File: src/rtl/emc_frame_framer_if.sv
// rtl/emc_frame_framer_if.sv - word-stream interface between QDR read-back, framer and EMC output FIFO
interface emc_frame_framer_if;
    logic [63:0] in_data;
    logic        in_valid;
    logic        in_almost_full;
    logic [63:0] out_data;
    logic        out_valid;
    logic        out_ready;

    modport master (
        output in_data, in_valid, out_ready,
        input  in_almost_full, out_data, out_valid
    );

    modport slave (
        input  in_data, in_valid, out_ready,
        output in_almost_full, out_data, out_valid
    );
endinterface

File: src/rtl/emc_frame_framer.sv
// rtl/emc_frame_framer.sv - buffers QDR read-back words and wraps each frame in header/trailer words
// Optional per-line marker words: define EMC_LINE_MARKER_EN.
module emc_frame_framer #(
    parameter int LINE_WORDS  = 512,
    parameter int FRAME_LINES = 2048,
    parameter int FIFO_DEPTH  = 16,
    parameter int AF_MARGIN   = 6
) (
    input  logic                emc_clk,
    input  logic                rst,
    emc_frame_framer_if.slave   bus,
    input  logic [4:0]          frame_cal_num_in,
    output logic                frame_done,
    output logic [15:0]         frame_cnt,
    output logic                overflow_err
);
    localparam int AW = $clog2(FIFO_DEPTH);
    localparam logic [31:0] HDR_SYNC  = 32'hEB90146F;
    localparam logic [31:0] TRL_SYNC  = 32'h146FEB90;
    localparam logic [AW:0] FULL_CNT  = (AW+1)'(FIFO_DEPTH);
    localparam logic [AW:0] AF_CNT    = (AW+1)'(FIFO_DEPTH - AF_MARGIN);
    localparam logic [15:0] LAST_WORD = 16'(LINE_WORDS - 1);
    localparam logic [15:0] LAST_LINE = 16'(FRAME_LINES - 1);
`ifdef EMC_LINE_MARKER_EN
    localparam logic [31:0] MRK_SYNC  = 32'hEB904C4E;
`endif

    typedef enum logic [1:0] {IDLE, HEADER, DATA, TRAILER} state_t;

    state_t         state_q, state_d;
    logic [63:0]    mem_q [FIFO_DEPTH];
    logic [AW-1:0]  wr_ptr_q, wr_ptr_d;
    logic [AW-1:0]  rd_ptr_q, rd_ptr_d;
    logic [AW:0]    count_q, count_d;
    logic           af_q, af_d;
    logic           ovf_q, ovf_d;
    logic [4:0]     cal_q, cal_d;
    logic [15:0]    frame_cnt_q, frame_cnt_d;
    logic [15:0]    word_cnt_q, word_cnt_d;
    logic [15:0]    line_cnt_q, line_cnt_d;
    logic [31:0]    sum_q, sum_d;
`ifdef EMC_LINE_MARKER_EN
    logic           mrk_q, mrk_d;
`endif

    logic [63:0]    head;
    logic           full, empty, push, pop;

    always_comb begin
        head          = mem_q[rd_ptr_q];
        full          = (count_q == FULL_CNT);
        empty         = (count_q == '0);
        push          = bus.in_valid && !full;
        pop           = 1'b0;
        state_d       = state_q;
        cal_d         = cal_q;
        frame_cnt_d   = frame_cnt_q;
        word_cnt_d    = word_cnt_q;
        line_cnt_d    = line_cnt_q;
        sum_d         = sum_q;
`ifdef EMC_LINE_MARKER_EN
        mrk_d         = mrk_q;
`endif
        bus.out_valid = 1'b0;
        bus.out_data  = '0;
        frame_done    = 1'b0;
        // The full test uses the pre-read count, so a write racing a pop while full is still dropped.
        ovf_d         = ovf_q | (bus.in_valid && full);
        af_d          = (count_q >= AF_CNT);

        case (state_q)
            IDLE: begin
                if (!empty) begin
                    cal_d      = frame_cal_num_in;
                    sum_d      = '0;
                    word_cnt_d = '0;
                    line_cnt_d = '0;
`ifdef EMC_LINE_MARKER_EN
                    mrk_d      = 1'b1;
`endif
                    state_d    = HEADER;
                end
            end
            HEADER: begin
                bus.out_valid = 1'b1;
                bus.out_data  = {HDR_SYNC, 11'h0, cal_q, frame_cnt_q};
                if (bus.out_ready) state_d = DATA;
            end
            DATA: begin
`ifdef EMC_LINE_MARKER_EN
                if (mrk_q) begin
                    bus.out_valid = 1'b1;
                    bus.out_data  = {MRK_SYNC, 16'h0, line_cnt_q};
                    if (bus.out_ready) mrk_d = 1'b0;
                end else
`endif
                if (!empty) begin
                    bus.out_valid = 1'b1;
                    bus.out_data  = head;
                    if (bus.out_ready) begin
                        pop   = 1'b1;
                        sum_d = sum_q + head[63:32] + head[31:0];
                        if (word_cnt_q == LAST_WORD) begin
                            word_cnt_d = '0;
                            line_cnt_d = line_cnt_q + 16'd1;
`ifdef EMC_LINE_MARKER_EN
                            mrk_d      = 1'b1;
`endif
                            if (line_cnt_q == LAST_LINE) state_d = TRAILER;
                        end else begin
                            word_cnt_d = word_cnt_q + 16'd1;
                        end
                    end
                end
            end
            TRAILER: begin
                bus.out_valid = 1'b1;
                bus.out_data  = {TRL_SYNC, sum_q};
                if (bus.out_ready) begin
                    frame_done  = 1'b1;
                    frame_cnt_d = frame_cnt_q + 16'd1;
                    state_d     = IDLE;
                end
            end
            default: state_d = IDLE;
        endcase

        wr_ptr_d = wr_ptr_q + AW'(push);
        rd_ptr_d = rd_ptr_q + AW'(pop);
        count_d  = count_q + (AW+1)'(push) - (AW+1)'(pop);
    end

    always_ff @(posedge emc_clk) begin
        if (rst) begin
            state_q     <= IDLE;
            wr_ptr_q    <= '0;
            rd_ptr_q    <= '0;
            count_q     <= '0;
            af_q        <= 1'b0;
            ovf_q       <= 1'b0;
            cal_q       <= '0;
            frame_cnt_q <= '0;
            word_cnt_q  <= '0;
            line_cnt_q  <= '0;
            sum_q       <= '0;
`ifdef EMC_LINE_MARKER_EN
            mrk_q       <= 1'b0;
`endif
        end else begin
            state_q     <= state_d;
            wr_ptr_q    <= wr_ptr_d;
            rd_ptr_q    <= rd_ptr_d;
            count_q     <= count_d;
            af_q        <= af_d;
            ovf_q       <= ovf_d;
            cal_q       <= cal_d;
            frame_cnt_q <= frame_cnt_d;
            word_cnt_q  <= word_cnt_d;
            line_cnt_q  <= line_cnt_d;
            sum_q       <= sum_d;
`ifdef EMC_LINE_MARKER_EN
            mrk_q       <= mrk_d;
`endif
        end
    end

    always_ff @(posedge emc_clk) begin
        if (push) mem_q[wr_ptr_q] <= bus.in_data;
    end

    assign bus.in_almost_full = af_q;
    assign frame_cnt          = frame_cnt_q;
    assign overflow_err       = ovf_q;

endmodule

File: src/flat_wrapper.sv
// flat-port wrapper written by rule: the top's interface ports become plain ports
module emc_frame_framer_flat 
#(
    parameter int LINE_WORDS  = 512,
    parameter int FRAME_LINES = 2048,
    parameter int FIFO_DEPTH  = 16,
    parameter int AF_MARGIN   = 6
)
  (emc_clk, rst, frame_cal_num_in, frame_done, frame_cnt, overflow_err, bus_in_data, bus_in_valid, bus_out_ready, bus_in_almost_full, bus_out_data, bus_out_valid);
  emc_frame_framer_if bus_i ();
  input  logic emc_clk;
  input  logic rst;
  input  logic [4:0] frame_cal_num_in;
  output logic frame_done;
  output logic [15:0] frame_cnt;
  output logic overflow_err;
  input wire logic [$bits(bus_i.in_data)-1:0] bus_in_data;
  input wire logic [$bits(bus_i.in_valid)-1:0] bus_in_valid;
  input wire logic [$bits(bus_i.out_ready)-1:0] bus_out_ready;
  output wire logic [$bits(bus_i.in_almost_full)-1:0] bus_in_almost_full;
  output wire logic [$bits(bus_i.out_data)-1:0] bus_out_data;
  output wire logic [$bits(bus_i.out_valid)-1:0] bus_out_valid;
  assign bus_i.in_data = bus_in_data;
  assign bus_i.in_valid = bus_in_valid;
  assign bus_i.out_ready = bus_out_ready;
  assign bus_in_almost_full = bus_i.in_almost_full;
  assign bus_out_data = bus_i.out_data;
  assign bus_out_valid = bus_i.out_valid;
  emc_frame_framer #(.LINE_WORDS(LINE_WORDS), .FRAME_LINES(FRAME_LINES), .FIFO_DEPTH(FIFO_DEPTH), .AF_MARGIN(AF_MARGIN)) u_core (.emc_clk(emc_clk), .rst(rst), .bus(bus_i), .frame_cal_num_in(frame_cal_num_in), .frame_done(frame_done), .frame_cnt(frame_cnt), .overflow_err(overflow_err));
endmodule
File: config.mk
export PLATFORM = sky130hd
export DESIGN_NAME = emc_frame_framer_flat
export DESIGN_NICKNAME = d
export VERILOG_FILES = /design/src/rtl/emc_frame_framer_if.sv /design/src/rtl/emc_frame_framer.sv /design/src/flat_wrapper.sv
export SDC_FILE = /design/constraint.sdc
export NUM_CORES = 1
export LEC_CHECK = 0
export CAP_MARGIN = 40
export CORE_AREA = 4 4 331 333
export CTS_CLUSTER_SIZE = 16
export DETAILED_ROUTE_END_ITERATION = 10
export DIE_AREA = 0 0 335 337
export HOLD_SLACK_MARGIN = 0.08
export SLEW_MARGIN = 30
export SYNTH_ARGS = -nofsm -noshare
export SYNTH_HDL_FRONTEND = slang
export SYNTH_SLANG_ARGS = --single-unit
File: constraint.sdc
create_clock -name emc_clk -period 10.6 [get_ports emc_clk]
set_input_delay 1.59 -clock emc_clk [delete_from_list [all_inputs] [get_ports emc_clk]]
set_output_delay 1.59 -clock emc_clk [all_outputs]
set_load 0.03 [all_outputs]
-- Yosys cells after proc, flatten, opt, wreduce, memory -nomap -nowiden
Memories as Yosys holds them, arrays and structs flattened. A register that Yosys moved wholly into a read port is not among the register bits.
Cells that the tools add are included.
- memories kept: 1
- memory bits (writable): 1024
- input bits: 73
- logic and storage cells: 81
- register bits after elaboration: 102
- memories (name ; words ; bits a word ; rd ports ; clocked after memory_dff ; wr ports ; line ; text):
    u_core.mem_q ; 16 ; 64 ; 1 ; 1 ; 1 ; emc_frame_framer.sv:31 ; logic [63:0] mem_q [FIFO_DEPTH];
- add/subtract/negate cells: 9
- reduce and logical (&&, ||, !) cells: 12
- mux-type cells: 32
- bitwise operators: 2
- magnitude comparators: 1
- eq/ne operators: 13
- operators by type and width (kind ; count):
    case mux 64 bit (3 select lines) ; 1
    two-way mux 16 bit ; 7
    two-way mux 32 bit ; 3
    adder 32 bit ; 2
    two-way mux 64 bit ; 1
    case mux 16 bit (2 select lines) ; 2
    case mux 32 bit (2 select lines) ; 1
    adder 16 x 1 -> 16 bit, second input constant ; 3
    equality test 16 x 11 -> 1 bit, second input constant ; 1
    equality test 16 x 9 -> 1 bit, second input constant ; 1
    two-way mux 2 bit ; 7
    != test 2 bit, second input constant ; 5
    adder 4 x 1 -> 4 bit ; 2
    case mux 2 bit (4 select lines) ; 1
    two-way mux 1 bit ; 7
    AND reduction 7 bit ; 1
    adder 5 x 1 -> 5 bit ; 1
    equality test 5 bit, second input constant ; 1
    >= comparator 5 x 4 -> 1 bit, second input constant ; 1
    logical NOT 5 bit ; 1
    AND reduction 5 bit ; 1
    subtractor 5 x 1 -> 5 bit ; 1
    equality test 2 bit, second input constant ; 2
    two-way mux 4 bit ; 1
    12 further kinds ; 15

-- Logic depth before layout (Yosys ltp)
Gate-level depths: netlist (run 1).
- depth after elaboration: 6
- gate-level depth with buffers: 19
- depth with buffers taken out: 16

-- Worst setup path before layout (run 1)
OpenSTA, ideal clock, no wires.
- path type: input port to flip-flop
- start: in bus_in_valid
- end: mem u_core.mem_q[0][0] (enable)
- arrival time: 6740 ps
- path slack: 3296 ps
- stages on the path: 3
- cells stage by stage: nor2b_1 -> or3b_2 -> nor3_1
- cells in the longest elaborated chain, start to end: 3
- RTL lines (what ; line ; text):
    start, declared ; flat_wrapper.sv:18 ; input wire logic [$bits(bus_i.in_valid)-1:0] bus_in_valid;
    logical AND 1 bit ; emc_frame_framer.sv:53 ; push = bus.in_valid && !full;
    two-way mux 1 bit ; emc_frame_framer.sv:168 ; if (push) mem_q[wr_ptr_q] <= bus.in_data;
    two-way mux 1 bit (not written as such) ; emc_frame_framer.sv:168 ;
    end, declared ; emc_frame_framer.sv:31 ;
No other way between the ends.

==> summary by stage, run 1 <==
Synthesis
Synthesis inferred about 1100 register bits. The synthesized instance count is 2306. The number of distinct library cells after synthesis is 54. The number of enable flip-flop cells after synthesis is 1024. By area the synthesized netlist is led by sky130_fd_sc_hd__edfxtp_1 (67%), sky130_fd_sc_hd__mux4_2 (16%), sky130_fd_sc_hd__dfxtp_1 (4.5%).

The total of warnings raised by yosys is 0. Counting every net in the synthesized netlist gives 2463. The sequential share of the synthesized area is a little under three quarters.

The post-synthesis area per instance is between 15 and 20 µm². The most common flop cell mapped by yosys is sky130_fd_sc_hd__edfxtp_1. Of all cell types, the one taking the most synthesized area is sky130_fd_sc_hd__edfxtp_1.

In the synthesized netlist the async set-or-reset flop fraction comes to 0%. The post-synth design cell area is 0.04557 mm². The area share of the largest cell type after synthesis is 67.48%.

Critical path
The internal reg-to-reg setup slack is approximately 4.6 ns. The startpoint type of the worst setup path is a register. The data arrival at the endpoint of the critical path is between 5 and 6 ns. Of all nets on the critical path, the largest fanout is 134.

The sort of element at the end of the critical path is an output pin. The worst endpoint required time is about 9 ns. By startpoint and endpoint, the worst setup path is classified as register to output pin.

Final layout
The area growth from synthesis to layout is 15.31%. For this run, the post-layout net count is 2668. The share of final-layout standard cells stronger than drive strength 1 is a little over a fifth. The final core area utilization is 49.29%.

Die
The number of placed I/O pins is between 150 and 200. The floorplan die width is roughly 340 µm. Row generation in the floorplan step produced between 100 and 150 rows.

For this configuration, the core starts out at a cell density of 42.75%. The die area is approximately 0.11 mm². The y dimension of the die is around 340 µm.

The core area is about 0.11 mm².

Clock tree
The clock drives between 1000 and 1500 sinks. Clock-pin slew was measured on the worst setup and hold paths at roughly 0.06 ns. The total number of H-tree levels is 3. Post-CTS repair changed the size of 0 cells. In this run the deepest clock path goes through 3 buffers. The clock insertion delay at the later pin of the skew report is slightly above 0.7 ns. Clock tree synthesis inserted a total of about 110 buffers.

In this run the post-CTS setup repair buffer count came out at 0. The cts-stage hold buffer count is 0. The cell at the root of the clock tree is sky130_fd_sc_hd__clkbuf_16. TritonCTS built the clock tree.

Drt
Wires add up to between 100000 and 150000 µm. For this run, the detailed router's first-pass iteration total came to 8. The post-detailed-route count of antenna-violating nets is 0. The detailed router finished its first iteration with about 2400 violations. After detailed routing, the average wire length per cell comes to slightly below 30 µm. After detailed routing, the number of remaining DRC violations is 0. The number of vias per cell is a little under 6.

The via total after detailed routing is 23660.

Flow run
The number of max-cap violations is 0.

Power
For this design the static power due to leakage is ~16 nW. The share of total power dissipated in sequential elements is between 40% and 50%. The switching share of total power is approximately 28%.

Cell internal power was estimated by the tool at around 0.0079 W. The power per standard cell area is 210.2 mW/mm². The switching power is just over 0.003 W.

The worst-case IR drop observed on VDD is 135.9 µV. The clock network is responsible for approximately a third of the overall power. The combinational share of power is about a fifth.

STA
The setup TNS after final layout is 0 ns. Across the routed clock network, the largest skew measured is 0.04295 ns. Setup repair after global routing left no endpoint under its margin.

The clock period minus final worst setup slack is slightly below 7 ns. The number of endpoints failing setup at the final stage is 0. The relative slew slack is between 20% and 30%. The top achievable clock speed is about 150 MHz. At the pin with the least slew margin, the transition time is approximately 1.1 ns. The number of hold-slack violations in the final timing report was 0.

After layout, the worst path uses 64.44% of the clock period. The total count of max-transition violations in the final report is 0.

Global routing
The number of antenna violations at the first check in global routing is 10. Entering global routing, the biggest net connects roughly 140 pins. The number of global-route vias before repair is ~24000. The global-route wire length before repair is 171100 µm.

The total routing resource utilization after global routing is a little over a fifth. Global routing finished with a remaining overflow of 0.

Place
The placed wire-length estimate after detailed placement is about 68000 µm. The routability-driven placement congestion ratio is 0.8493. The number of port buffers is roughly 160.

Run status
The flow ran to the end, and the final reports show no timing, DRC or antenna violations.

Worst hold path
The class of the most critical hold timing path is register to register.
==> placed cells by master (no fill, tap or decap), drive strengths merged, types with 22 or more instances in the layout <==
cell type / count
mux4: 319
clkdlybuf4s50: 155
buf: 58
clkinv: 49
nand2: 77
nand3: 25
inv: 22
clkbuf: 153
fa: 33
edfxtp: 1024
dfxtp: 102
o21ai: 28
a21oi: 58
xor2: 42
ha: 51
xnor2: 26
a22oi: 25
nor2: 164
==> metal layers <==
layer  track usage [%]  vias to the layer above  wire [µm]
met4             4.819                        4       2278
met5                 0                        -         27
li1                  -                     9869          -
met1             30.70                    12710      51000
met3             3.834                      151       8902
met2             32.84                      933      55770
==> registers in the layout (all words and copies together), names as in the netlist <==
register	cells
u_core.overflow_err	1
u_core.wr_ptr_q	4
u_core.state_q	2
u_core.rd_ptr_q	4
u_core.bus.in_almost_full	1
u_core.cal_q	5
u_core.mem_q	1024
u_core.sum_q	32
u_core.frame_cnt	16
u_core.line_cnt_q	16
u_core.word_cnt_q	16
u_core.count_q	5
==> path summary, 6_finish.rpt <==
check / from / endpoint / cells past startpoint
max: u_core.rd_ptr_q[1]$_SDFF_PP0_ / bus_out_data[29] / 7
min: u_core.overflow_err$_SDFF_PP0_ / u_core.overflow_err$_SDFF_PP0_ / 2
max reg2reg: u_core.rd_ptr_q[1]$_SDFF_PP0_ / u_core.sum_q[28]$_SDFFE_PP0P_ / 14
min reg2reg: u_core.overflow_err$_SDFF_PP0_ / u_core.overflow_err$_SDFF_PP0_ / 2
==> cell usage after synthesis (all sizes together) (10+ instances only) <==
cell type and instances:
ha 51, nand3 25, mux4 319, inv 20
a22oi 25, xor2 42, xnor2 26, nor2 164
buf 47, edfxtp 1024, nor3 18, clkbuf 77
nand4 17, nor2b 10, nand2 77, a21o 13
fa 33, dfxtp 102, a21oi 58, o21ai 28
a22o 20, a222oi 21
==> power groups by stage <==
stage | clock (W) | sequential [W] | combinational (W)
after floorplan | 0 | 0.00515 | 0.00145
after global placement | 0 | 0.00516 | 0.00215
after detailed placement | 0 | 0.00516 | 0.00220
after CTS | 0.00383 | 0.00507 | 0.00222
after global routing | 0.00403 | 0.00508 | 0.00239
final | 0.00375 | 0.00507 | 0.00223
==> through the flow <==
stage	cells	setup WS [ns]	total power, W	instance area (µm²)	hold WS [ns]
floorplan	2306	3.296	0.006607	45570	0.4446
global placement	3791	4.470	0.007315	48870	0.4530
detailed placement	3798	4.529	0.007368	49040	0.4681
CTS	4007	3.789	0.01112	52530	0.4853
global route	4008	3.557	0.01150	52540	0.4953
finish	4011	3.770	0.01105	52550	0.4906
==> layout make-up <==
class	count	area [µm²]
clock inverters	56	391.6
well taps	1403	1755
fillers	8571	54060
clock buffers	153	3099
flip-flops and latches	1126	32810
inverters	20	75.07
diodes	4	10.01
multi-input cells	1036	12270
repair buffers	213	2137
==> worst max-delay path, cell delays in order, from the launching register on <==
cell and delay, ns:
sky130_fd_sc_hd__dfxtp_4 0.77, sky130_fd_sc_hd__buf_12 0.55, sky130_fd_sc_hd__buf_4 0.73, sky130_fd_sc_hd__mux4_2 0.42, sky130_fd_sc_hd__mux4_2 0.54, sky130_fd_sc_hd__a22oi_1 0.45, sky130_fd_sc_hd__nor2_1 0.11, sky130_fd_sc_hd__clkdlybuf4s50_1 0.63
==> logic make-up (layout without fill, tap and decap cells) <==
kind of cell	after synthesis	after routing	share of synthesized area, %
AOI/OAI and AO/OA	201	201	3.023
and+or+nand+nor	357	357	3.536
other	0	4	0
xor gates and xnor gates	68	68	1.307
DFF	1126	1126	71.96
buffers and inverters	144	442	1.406
muxes	326	326	15.92
adders and majority gates	84	84	2.850
(Power assumes the default switching activity.)
==> inputs of run 2 (changes only) <==
==> constraint.sdc (replaced) <==
create_clock -name emc_clk -period 5.75 [get_ports emc_clk]
set_input_delay 0.8625 -clock emc_clk [delete_from_list [all_inputs] [get_ports emc_clk]]
set_output_delay 0.8625 -clock emc_clk [all_outputs]
set_load 0.03 [all_outputs]
==> run 2 against run 1 <==
Net effect: register-to-register slack worse by 3.9 ns; routed wire length up 0.39%; utilization up 0.33 points; sequential power up 84%; hold slack worse by 0.016 ns; sequential cell count unchanged; clock power up 83%; critical path type unchanged; via count about the same; clock skew down 0.024 ns.
==> summary by stage, run 2 (same netlist as run 1, synthesis figures left out) <==
STA
The number of endpoints failing setup at the final stage is 0. The top achievable clock speed is 186.5 MHz. Adding up every negative setup slack in the final design gives 0 ns. The relative slew slack is 40.80%. The actual transition at the worst max-transition pin is about 0.9 ns. Across the routed clock network, the largest skew measured is ~0.019 ns. The clock period minus final worst setup slack is ~5.4 ns. The number of hold-slack violations in the final timing report is 0. The share of the cycle needed by the critical path after routing is just over 90%. The total count of max-transition violations in the final report is 0.

Setup repair after global routing left no endpoint under its margin.

Power
The power per standard cell area is 384.6 mW/mm². For this design the static power due to leakage is between 15 and 20 nW. IR analysis of the VDD net gives a maximum drop of approximately 230 µV.

Final layout
The share of final-layout standard cells stronger than drive strength 1 is approximately 22%. In the layout the commonest cells are sky130_fd_sc_hd__edfxtp_1 (1024), sky130_fd_sc_hd__mux4_2 (319), sky130_fd_sc_hd__clkdlybuf4s50_1 (155), sky130_fd_sc_hd__nor2_1 (151), sky130_fd_sc_hd__clkbuf_16 (119). Across the whole layout, storage elements account for roughly 0.033 mm². The layout overhead on the synthesized area is 16.07%. The register with the most flip-flops in the layout has about 1000 of them. Fill cells in the final layout number between 8000 and 9000. The largest registers in the layout are u_core.mem_q x1024, u_core.sum_q x32. The library cell used most frequently in the layout, excluding fill and tap cells, is sky130_fd_sc_hd__edfxtp_1. The number of nets in the layout is around 2700. The final core area utilization is roughly half.

The multi-input logic area is between 0.01 and 0.015 mm². The finished cells cover 0.05289 mm². The register ranked first by flip-flop count is u_core.mem_q.

Critical path
The data arrival at the endpoint of the critical path is between 4 and 5 ns. Of all nets on the critical path, the largest fanout is 66. The worst setup path is captured at an output pin. The internal reg-to-reg setup slack is roughly 0.66 ns. The worst endpoint required time is between 4 and 5 ns. The critical path start-end classification is register to output pin. The startpoint type of the worst setup path is a register. In this run the critical register-to-register path is captured at u_core.sum_q[28]$_SDFFE_PP0P_. The cell count of the worst reg-to-reg path is 14. The worst register-to-register path begins at u_core.rd_ptr_q[1]$_SDFF_PP0_.

Drt
In this run, the number of DRC markers left after iteration 0 of detailed routing was between 2000 and 3000. The via total after detailed routing is roughly 24000. Once detail routing completed, the nets flagged for antenna violations numbered 0. For this run, design rule violations remaining after detail routing come to 0. Dividing the detail-routed wire length by the instance count gives about 29 µm. After detailed routing, the total wire length is 118400 µm. The number of vias per cell is 5.865. The first TritonRoute pass finished after 6 iterations.

Clock tree
The number of setup buffers added after CTS is 0. The number of gates resized after CTS was 0. The CTS tree is done.

The number of clock sinks is ~1100. The cell at the root of the clock tree is sky130_fd_sc_hd__clkbuf_16. The number of buffers inserted during clock tree synthesis is 113.

The total number of H-tree levels is 3. At the later pin of the worst-skew pair, clock insertion delay measures around 0.7 ns. The number of hold buffers added after CTS was 0.

The number of buffers on the longest clock path is 3. Clock-pin slew was measured on the worst setup and hold paths at roughly 0.06 ns.

Place
The placed wire-length estimate after detailed placement is 71120 µm. The number of port buffers is 156. The routability-driven placement congestion ratio is ~0.83. The cell area after placement is slightly below 0.05 mm².

Global routing
Across every metal layer, demand over resource in global routing totals 20.93%. The first global-routing pass estimated around 170000 µm of wire. The overall overflow remaining after global route is 0.

The number of global-route vias before repair came to around 24000. The maximum number of pins on one net before global-route repair is 67. The number of antenna violations at the first check in global routing is 8.

Die
The number of placed I/O pins is between 150 and 200. Measured along the x axis, the die boundary spans 335 µm. The die is between 300 and 400 µm tall. The die covers roughly 0.11 mm².

Once the floorplan was initialized, standard cells occupied ~43% of the core. The number of rows created at floorplan is 120. The floorplan step defined a core boundary enclosing between 0.1 and 0.15 mm².

Worst hold path
The depth of the worst hold-timing path is 2. The class of the most critical hold timing path is register to register. The end of the worst hold path is u_core.overflow_err$_SDFF_PP0_.

The worst hold path begins at u_core.overflow_err$_SDFF_PP0_.

Run status
The run finished with clean final reports.

Flow run
The number of max-cap violations is 0.
[run 2: cell types whose count changed in the layout (fill, tap and decap cells not counted), moves of 3 or more]
cell	before	now
sky130_fd_sc_hd__clkbuf_16	116	119
sky130_fd_sc_hd__nor3_4	0	4
sky130_fd_sc_hd__clkinv_1	22	29
sky130_fd_sc_hd__clkbuf_1	30	24
sky130_fd_sc_hd__nor3_2	5	1
sky130_fd_sc_hd__clkinvlp_2	0	3
sky130_fd_sc_hd__clkbuf_8	5	0
sky130_fd_sc_hd__buf_4	47	58
sky130_fd_sc_hd__buf_12	3	20
[run 2: layer usage]
metal  vias up  wire (µm)  part of all wire [%]  GRT usage, %
met4         8       2253                   1.9         5.113
met3       144       9061                   7.7         3.949
met1     12630      50650                    43         30.29
met2       979      56420                    48         33.24
li1       9919          -                     -             -
met5         -         52                 0.044             0
[run 2: worst max-delay path by stage]
stage | start | end | slack [ns] | depth (start not counted)
2_1_floorplan | u_core.rd_ptr_q[0]$_SDFF_PP0_ | u_core.sum_q[31]$_SDFFE_PP0P_ | 0.81 | 16
5_1_grt | u_core.rd_ptr_q[1]$_SDFF_PP0_ | bus_out_data[28] | 0.29 | 8
4_1_cts | u_core.rd_ptr_q[1]$_SDFF_PP0_ | bus_out_data[28] | 0.33 | 8
3_3_place_gp | u_core.rd_ptr_q[1]$_SDFF_PP0_ | u_core.sum_q[31]$_SDFFE_PP0P_ | 0.64 | 14
3_5_place_dp | u_core.rd_ptr_q[1]$_SDFF_PP0_ | u_core.sum_q[28]$_SDFFE_PP0P_ | 0.68 | 14
6_report | u_core.rd_ptr_q[1]$_SDFF_PP0_ | bus_out_data[28] | 0.39 | 8
[run 2: where the power goes]
part / total, W / switching (W) / internal, W
clock network: 0.00686 / 0.00302 / 0.00384
logic: 0.00415 / 0.00255 / 0.00160
registers: 0.00933 / 0.000114 / 0.00922
[run 2: stage by stage]
step | setup WS [ns] | power (W) | instances | hold slack, ns
after floorplan | 0.8133 | 0.01216 | 2306 | 0.4446
after CTS | 0.3350 | 0.02048 | 4035 | 0.4747
after detailed placement | 0.6826 | 0.01363 | 3825 | 0.4592
after global placement | 0.6419 | 0.01353 | 3813 | 0.4517
final | 0.3876 | 0.02034 | 4037 | 0.4744
after global routing | 0.2867 | 0.02118 | 4036 | 0.5034
[run 2: layout make-up]
class                           instances  area share, %
Antenna cell                            2       0.009462
Clock buffer                          143          5.800
Clock inverter                         67         0.7144
Inverter                               20         0.1419
Multi-Input combinational cell       1036          23.23
Sequential cell                      1126          62.02
Tap cell                             1403          3.319
Timing Repair Buffer                  240          4.757
[run 2: worst max-delay path, stage by stage, from the launching register on]
cell                              delay [ns]
sky130_fd_sc_hd__dfxtp_4                0.74
sky130_fd_sc_hd__buf_12                 0.45
sky130_fd_sc_hd__buf_4                  0.42
sky130_fd_sc_hd__buf_4                  0.23
sky130_fd_sc_hd__mux4_2                 0.31
sky130_fd_sc_hd__mux4_2                 0.58
sky130_fd_sc_hd__a22oi_1                0.20
sky130_fd_sc_hd__nor2_1                 0.16
sky130_fd_sc_hd__clkdlybuf4s50_1        0.65
